==> src/rtl/ecc_pkg.sv <==
// Shared types and constants for the ECC field datapath.
// Holds default widths, the subtractor state enum and the P-256 prime.
package ecc_pkg;

    localparam int ECC_WIDTH = 256;
    localparam int ECC_WORD  = 32;

    typedef enum logic [1:0] {
        IDLE,
        SUB,
        FIX,
        DONE
    } mod_sub_state_t;

    localparam logic [255:0] P256 =
        256'hFFFFFFFF00000001000000000000000000000000FFFFFFFFFFFFFFFFFFFFFFFF;

endpackage

==> src/rtl/mod_sub_serial_if.sv <==
// Request/response bundle between the point sequencer and mod_sub_serial.
// master = sequencer side, slave = subtractor side.
interface mod_sub_serial_if #(
    parameter int WIDTH = 256
);

    logic             start;
    logic [WIDTH-1:0] a;
    logic [WIDTH-1:0] b;
    logic [WIDTH-1:0] p;
    logic             busy;
    logic             done;
    logic [WIDTH-1:0] diff;

    modport master (
        output start, a, b, p,
        input  busy, done, diff
    );

    modport slave (
        input  start, a, b, p,
        output busy, done, diff
    );

endinterface

==> src/rtl/limb_addsub.sv <==
// One-limb adder/subtractor with carry/borrow chaining.
// op = 1 subtracts (x - y - cin), op = 0 adds (x + y + cin).
module limb_addsub #(
    parameter int WORD = 32
) (
    input  logic [WORD-1:0] x,
    input  logic [WORD-1:0] y,
    input  logic            cin,
    input  logic            op,
    output logic [WORD-1:0] s,
    output logic            cout
);

    logic [WORD:0] r;

    // Extra top bit gives carry out on add, borrow (sign) on subtract.
    always_comb begin
        if (op) begin
            r = {1'b0, x} - {1'b0, y} - {{WORD{1'b0}}, cin};
        end else begin
            r = {1'b0, x} + {1'b0, y} + {{WORD{1'b0}}, cin};
        end
    end

    assign s    = r[WORD-1:0];
    assign cout = r[WORD];

endmodule

==> src/rtl/mod_sub_serial.sv <==
// Word-serial modular subtractor: diff = (a - b) mod p, one limb per clock.
// Define MOD_SUB_CT_EN for constant-time operation (add-back pass always runs).
module mod_sub_serial
    import ecc_pkg::*;
#(
    parameter int WIDTH = ECC_WIDTH,
    parameter int WORD  = ECC_WORD
) (
    input logic            clk,
    input logic            rst,
    mod_sub_serial_if.slave bus
);

    localparam int N  = WIDTH / WORD;
    localparam int CW = (N > 1) ? $clog2(N) : 1;

    mod_sub_state_t state;
    mod_sub_state_t nxt;

    logic [WIDTH-1:0] ra;
    logic [WIDTH-1:0] rb;
    logic [WIDTH-1:0] rp;
    logic [WIDTH-1:0] rd;
    logic [CW-1:0]    cnt;
    logic             cy;
    logic             last;
    logic [WORD-1:0]  ax;
    logic [WORD-1:0]  ay;
    logic [WORD-1:0]  as;
    logic             aco;
    logic             aop;
`ifdef MOD_SUB_CT_EN
    logic             neg;
`endif

    assign last     = (cnt == CW'(N - 1));
    assign bus.busy = (state != IDLE);
    assign bus.done = (state == DONE);
    assign bus.diff = rd;

    // Limb operand select: a-b limbs in SUB, diff+p limbs in FIX.
    always_comb begin
        aop = 1'b1;
        ax  = ra[WORD-1:0];
        ay  = rb[WORD-1:0];
        if (state == FIX) begin
            aop = 1'b0;
            ax  = rd[WORD-1:0];
`ifdef MOD_SUB_CT_EN
            ay  = neg ? rp[WORD-1:0] : '0;
`else
            ay  = rp[WORD-1:0];
`endif
        end
    end

    limb_addsub #(
        .WORD (WORD)
    ) u_limb (
        .x    (ax),
        .y    (ay),
        .cin  (cy),
        .op   (aop),
        .s    (as),
        .cout (aco)
    );

    // State register.
    always_ff @(posedge clk or posedge rst) begin
        if (rst) begin
            state <= IDLE;
        end else begin
            state <= nxt;
        end
    end

    // Next-state logic.
    always_comb begin
        nxt = state;
        unique case (state)
            IDLE: if (bus.start) nxt = SUB;
            SUB: begin
                if (last) begin
`ifdef MOD_SUB_CT_EN
                    nxt = FIX;
`else
                    nxt = aco ? FIX : DONE;
`endif
                end
            end
            FIX:  if (last) nxt = DONE;
            DONE: nxt = IDLE;
            default: nxt = IDLE;
        endcase
    end

    // Operand latch, limb shifting, counter and borrow/carry chain.
    always_ff @(posedge clk or posedge rst) begin
        if (rst) begin
            ra  <= '0;
            rb  <= '0;
            rp  <= '0;
            rd  <= '0;
            cnt <= '0;
            cy  <= 1'b0;
`ifdef MOD_SUB_CT_EN
            neg <= 1'b0;
`endif
        end else begin
            unique case (state)
                IDLE: begin
                    if (bus.start) begin
                        ra  <= bus.a;
                        rb  <= bus.b;
                        rp  <= bus.p;
                        cnt <= '0;
                        cy  <= 1'b0;
                    end
                end
                SUB: begin
                    rd  <= {as, rd[WIDTH-1:WORD]};
                    ra  <= ra >> WORD;
                    rb  <= rb >> WORD;
                    cnt <= last ? '0 : cnt + CW'(1);
                    cy  <= last ? 1'b0 : aco;
`ifdef MOD_SUB_CT_EN
                    if (last) neg <= aco;
`endif
                end
                FIX: begin
                    rd  <= {as, rd[WIDTH-1:WORD]};
                    rp  <= {rp[WORD-1:0], rp[WIDTH-1:WORD]};
                    cnt <= last ? '0 : cnt + CW'(1);
                    cy  <= last ? 1'b0 : aco;
                end
                default: ;
            endcase
        end
    end

endmodule

==> src/flat_wrapper.sv <==
// flat-port wrapper written by rule: the top's interface ports become plain ports
module mod_sub_serial_flat import ecc_pkg::*;
#(
    parameter int WIDTH = ECC_WIDTH,
    parameter int WORD  = ECC_WORD
)
  (clk, rst, bus_start, bus_a, bus_b, bus_p, bus_busy, bus_done, bus_diff);
  mod_sub_serial_if #(.WIDTH(WIDTH)) bus_i ();
  input logic clk;
  input logic rst;
  input wire logic [$bits(bus_i.start)-1:0] bus_start;
  input wire logic [$bits(bus_i.a)-1:0] bus_a;
  input wire logic [$bits(bus_i.b)-1:0] bus_b;
  input wire logic [$bits(bus_i.p)-1:0] bus_p;
  output wire logic [$bits(bus_i.busy)-1:0] bus_busy;
  output wire logic [$bits(bus_i.done)-1:0] bus_done;
  output wire logic [$bits(bus_i.diff)-1:0] bus_diff;
  assign bus_i.start = bus_start;
  assign bus_i.a = bus_a;
  assign bus_i.b = bus_b;
  assign bus_i.p = bus_p;
  assign bus_busy = bus_i.busy;
  assign bus_done = bus_i.done;
  assign bus_diff = bus_i.diff;
  mod_sub_serial #(.WIDTH(WIDTH), .WORD(WORD)) u_core (.clk(clk), .rst(rst), .bus(bus_i));
endmodule
==> config.mk <==
export PLATFORM = sky130hd
export DESIGN_NAME = mod_sub_serial_flat
export DESIGN_NICKNAME = d
export VERILOG_FILES = /design/src/rtl/ecc_pkg.sv /design/src/rtl/mod_sub_serial_if.sv /design/src/rtl/limb_addsub.sv /design/src/rtl/mod_sub_serial.sv /design/src/flat_wrapper.sv
export SDC_FILE = /design/constraint.sdc
export NUM_CORES = 2
export LEC_CHECK = 0
export ABC_AREA = 1
export BUFFER_PORTS_ARGS = -buffer_cell sky130_fd_sc_hd__buf_4
export CORE_ASPECT_RATIO = 0.9
export CORE_UTILIZATION = 25
export CTS_CLUSTER_DIAMETER = 50
export DETAILED_ROUTE_END_ITERATION = 12
export PLACE_DENSITY_LB_ADDON = 0.25
export SLEW_MARGIN = 20
export SYNTH_ARGS = -nofsm -noshare
export SYNTH_HDL_FRONTEND = slang
export SYNTH_SLANG_ARGS = --single-unit
==> constraint.sdc <==
create_clock -name clk -period 39.2 [get_ports clk]
set_input_delay 7.84 -clock clk [delete_from_list [all_inputs] [get_ports clk]]
set_output_delay 7.84 -clock clk [all_outputs]
set_load 0.005 [all_outputs]
* Word-level counts from Yosys, hierarchy flattened
Index checks and enable logic that the tools add are counted.
Operators by class: reductions and logical operators 10, add/sub/neg operators 5, multiplexer cells 20, equal/unequal tests 7
Operator list (number):
- one-hot mux 256 bit (2 select lines) | 3
- 2-to-1 mux 256 bit | 3
- 2-to-1 mux 32 bit | 2
- adder 32 x 32 -> 33 bit | 1
- adder 33 x 1 -> 33 bit | 1
- 2-to-1 mux 33 bit | 1
- subtractor 32 x 32 -> 33 bit | 1
- subtractor 33 x 1 -> 33 bit | 1
- one-hot mux 2 bit (4 select lines) | 1
- nonzero test 2 bit | 4
- 2-to-1 mux 2 bit | 3
- 2-to-1 mux 3 bit | 2
- one-hot mux 3 bit (2 select lines) | 1
- AND reduction 2 bit | 3
- == test 2 bit (second input constant) | 2
- != test 2 x 1 -> 1 bit (second input constant) | 2
- adder 3 x 1 -> 3 bit (second input constant) | 1
- == test 3 bit (second input constant) | 1
- 2-to-1 mux 1 bit | 3
- AND reduction 3 bit | 1
- == test 2 x 1 -> 1 bit (second input constant) | 1
- zero test 2 bit | 1
- != test 2 bit (second input constant) | 1
- one-hot mux 1 bit (2 select lines) | 1
- OR reduction 2 bit | 1
Word-level totals: bits in registers 1030, word-level logic and storage cells 49

* Logic depth before layout (Yosys ltp)
depth in word-level cells 8, gate-level depth with buffers 29, mapped depth without buffers 28

* Hierarchy
From an unflattened synthesis, not the netlist that was laid out.
Unflattened totals: cell total of the unflattened synthesis 7133, area, all modules 52825.7 µm²
Modules (own cells, without submodules):
- mod_sub_serial | times used 1, cells an instance 5956, seq. area each 25774.7 µm², area each 47022.6 µm²
- limb_addsub | times used 1, cells an instance 1177, seq. area each 0.0 µm², area each 5803.1 µm²

* Worst setup path before layout
Ideal clock, no wire load.
path type input to register, start in bus_start, end reg u_core.ra[0], buffers on the path 3, data arrival time 8678 ps, setup time 130 ps, stages on the path 6, data required time 39070 ps, slack 30393 ps, path through nand2_1 o21ai_2 buf_2 buf_2 buf_2 a31oi_1
On the way: cells in the longest elaborated chain, start to end 2
Ends and longest elaborated chain:
- start: declaration | line flat_wrapper.sv:11 | input wire logic [$bits(bus_i.start)-1:0] bus_start;
- != test 2 bit (no line)
- AND reduction 2 bit (no line)
- end signal: assignment | line mod_sub_serial.sv:113 | ra <= bus.a;
- end signal: assignment | line mod_sub_serial.sv:122 | ra <= ra >> WORD;
- end: declaration | line mod_sub_serial.sv:20 | logic [WIDTH-1:0] ra;
Every way passes these cells. A chain may end at the register's enable or synchronous reset.

* Final worst setup path
start in bus_start, end reg u_core.rb[133]
On the way: cells in the longest elaborated chain, start to end 2
Ends and longest elaborated chain:
- != test 2 bit (no line)
- AND reduction 2 bit (no line)
- end signal: assignment | line mod_sub_serial.sv:114 | rb <= bus.b;
- end signal: assignment | line mod_sub_serial.sv:123 | rb <= rb >> WORD;
- end: declaration | line mod_sub_serial.sv:21 | logic [WIDTH-1:0] rb;
Every way passes these cells.

==> impl_metrics.py <==
metrics = {
    "sta": {
        "min_period_ns": 10.90,
        "setup_tns_ns": 0,
        "max_freq_mhz": 91.7,
        "fin_skew_ns": 0.0320,
        "finalCritPeriodShare": 0.278,
        "rsz0062_at_grt": "false",
        "worst_pin_slew_ns": 1.04,
        "relSlewSlack": 0.300,
        "setup_viol": 0,
        "hold_violations": 0,
        "slew_violations": 0,
    },
    "clock_network": {
        "cts_tree": "yes",
        "cts_root_buffer": "clkbuf_16",
        "cts_buffer_depth": 3,
        "clk_pin_slew_worst_paths_ns": 0.06,
        "htreeDepth": 4,
        "cts.sinks": 1030,
        "postCtsSetupBuffers": 0,
        "clk-insertion-delay-late_ns": 0.79,
        "ctsHoldBuffers": 0,
        "numCtsBuffers": 147,
        "cts_resized": 0,
    },
    "worst_setup_path": {
        "r2r_slack_ns": 33.10,
        "crit_type": "in -> reg",
        "cp-start-kind": "input pin",
        "worstSetupEndpointType": "flip-flop",
        "r2r-end": "u_core.state[0]",
        "r2r_start": "u_core.state[0]",
        "reg2reg_depth": 19,
        "required_ns": 39.88,
        "cp.arrival_ns": 11.59,
        "critPathMaxFanout": 248,
    },
    "yosys": {
        "yosysSeqAreaShare": 0.511,
        "synth_cell_type_count": 41,
        "yosys-top-cells-count": "nand2_1 (1466), dfrtp_1 (1030), inv_1 (856), o21ai_0 (849), o211ai_1 (458)",
        "synth_edf_count": 0,
        "syn_area_sq_um": 50500,
        "yosys_warnings": 0,
        "post-synth-top-count-cell": "nand2_1",
        "netlist_instances": 6231,
        "synth_nets": 7103,
        "synthTopCellsByArea": "dfrtp_1 (51%), nand2_1 (11%), o21ai_0 (8.4%), o211ai_1 (6.8%), inv_1 (6.4%)",
        "synth_largest_area_cell": "dfrtp_1",
        "ys.flop_type": "dfrtp_1",
        "synthArstFlopShare": 1.00,
        "netlist.area_leader.share": 0.511,
        "synth_area_per_cell_sq_um": 8.10,
        "ys_ff_latch": 1030,
    },
    "worst_hold_path": {
        "hold_path.class": "reg -> reg",
        "worstHoldPathCells": 1,
        "min-delay-start": "u_core.cnt[0]",
        "whs_endpoint": "u_core.cnt[0]",
    },
    "die": {
        "die_y_um": 428,
        "die-area_sq_um": 204000,
        "rows": 156,
        "pin_count": 1029,
        "start_util": 0.252,
        "core_sq_um": 201000,
        "fp.dieW_um": 476,
    },
    "pwr": {
        "p_per_area_nw_per_um2": 107,
        "power.leakage_nw": 30.5,
        "ir_drop_mv": 0.0876,
        "power_mw": 6.98,
    },
    "global_routing": {
        "grt_pass1_wl_um": 297000,
        "grt_use_total": 0.198,
        "overflow": 0,
        "antenna_found_initial": 56,
        "grt_pass1_vias": 43800,
        "grt_max_degree": 249,
    },
    "run": {
        "maxCapViolations": 0,
    },
    "drt": {
        "drtPass1Iterations": 6,
        "vias": 45100,
        "antenna_left": 0,
        "wl_per_cell_um": 20.9,
        "vias_per_cell": 4.57,
        "wirelength_um": 206000,
        "remaining_drc_errors": 0,
        "drtIter0Drc": 3685,
    },
    "finish": {
        "syn_to_final_growth_pct": 29.5,
        "final_nets": 7918,
        "drive_gt1_frac": 0.189,
        "multi_input_area_sq_um": 19800,
        "n_fill_cell": 21400,
        "regArea_sq_um": 25800,
    },
    "outcome": {
        "status": "complete, no violations",
    },
    "placed_design": {
        "hpwl_um": 156000,
        "gp_congestion": 0.896,
        "numPortBuffers": 1028,
    },
}
-- layout make-up --
cell class,instances,area share
diodes,26,0.000995
flip-flops and latches,1030,0.394
clock inverters,71,0.0123
clock buffers,190,0.0634
repair buffers,1073,0.126
inverters,859,0.0498
well taps,2686,0.0514
multi-input cells,3935,0.302
-- registers in the layout (all words and copies together), names as in the netlist --
name             count
u_core.rb          256
u_core.bus.diff    256
u_core.cnt           3
u_core.ra          256
u_core.rp          256
u_core.cy            1
u_core.state         2
-- per-stage QoR --
stage | area, sq um | util | setup WS [ns] | instances | hold slack (ns)
after floorplan | 50500 | - | 2.37 | 6231 | 0.446
after global placement | 60300 | 0.300 | 27.21 | 9580 | 0.469
after detailed placement | 60300 | 0.300 | 27.17 | 9580 | 0.474
after CTS | 65200 | 0.325 | 28.03 | 9841 | 0.482
after global routing | 65400 | 0.326 | 28.04 | 9865 | 0.514
final | 65400 | 0.326 | 28.30 | 9870 | 0.485
-- worst max path at each step --
stage / to / start / depth (start not counted) / slack [ns]
floorplan: u_core.bus.diff[0] / rst / 1 / 2.37
global placement: u_core.rb[86] / bus_start / 9 / 27.21
detailed placement: u_core.rb[133] / bus_start / 9 / 27.17
CTS: u_core.rb[133] / bus_start / 9 / 28.03
global route: u_core.rb[197] / bus_start / 10 / 28.04
finish: u_core.rb[133] / bus_start / 10 / 28.30
-- layout by cell type, fill, tap and decap left out, drive strengths merged --
cell,n
o211ai,458
xnor2,4
nor2,421
buf,1073
or2,5
diode,26
a31oi,203
nand3b,3
clkinv,35
nor3,12
clkbuf,190
nand4,8
o21bai,12
o21a,2
and2,2
dfrtp,1030
a21boi,1
clkinvlp,6
o21ai,890
a21oi,168
and3,2
xor2,4
bufinv,9
nand3,137
fa,2
inv,880
nand2,1487
ha,99
nand2b,1
nor4,4
a21o,7
a211oi,3
-- kinds of logic (layout without fill, tap and decap cells) --
group                    count (synthesis)  count (layout)  synth area share
AND/OR/NAND/NOR                       2082            2082             0.162
AO/OA/AOI/OAI                         1744            1744             0.202
buffers and inverters                 1266            2193            0.0988
flip-flops                            1030            1030             0.511
adder cells (fa/ha/maj)                101             101            0.0253
XOR/XNOR                                 8               8           0.00139
other                                    0              26                 0
-- critical path, stage by stage --
cell and delay [ns]:
buf_4 0.09, nand2_1 0.15, o21ai_4 0.10, buf_6 0.61, buf_12 0.64, buf_4 0.43, buf_16 0.31, buf_12 0.63
o211ai_1 0.16, o21ai_0 0.15
-- report_power, final --
| group | internal (mW) | total (mW) | switching, mW |
|---|---|---|---|
| logic | 1.19 | 3.78 | 2.59 |
| clock network | 0.815 | 1.35 | 0.535 |
| registers | 1.60 | 1.85 | 0.254 |
-- layer usage --
layer / GRT usage / routed length (um)
met2: 0.322 / 98100
met5: 0 / 247
met3: 0.0436 / 12000
met1: 0.256 / 88500
met4: 0.0718 / 7360
(Power assumes the default switching activity.)
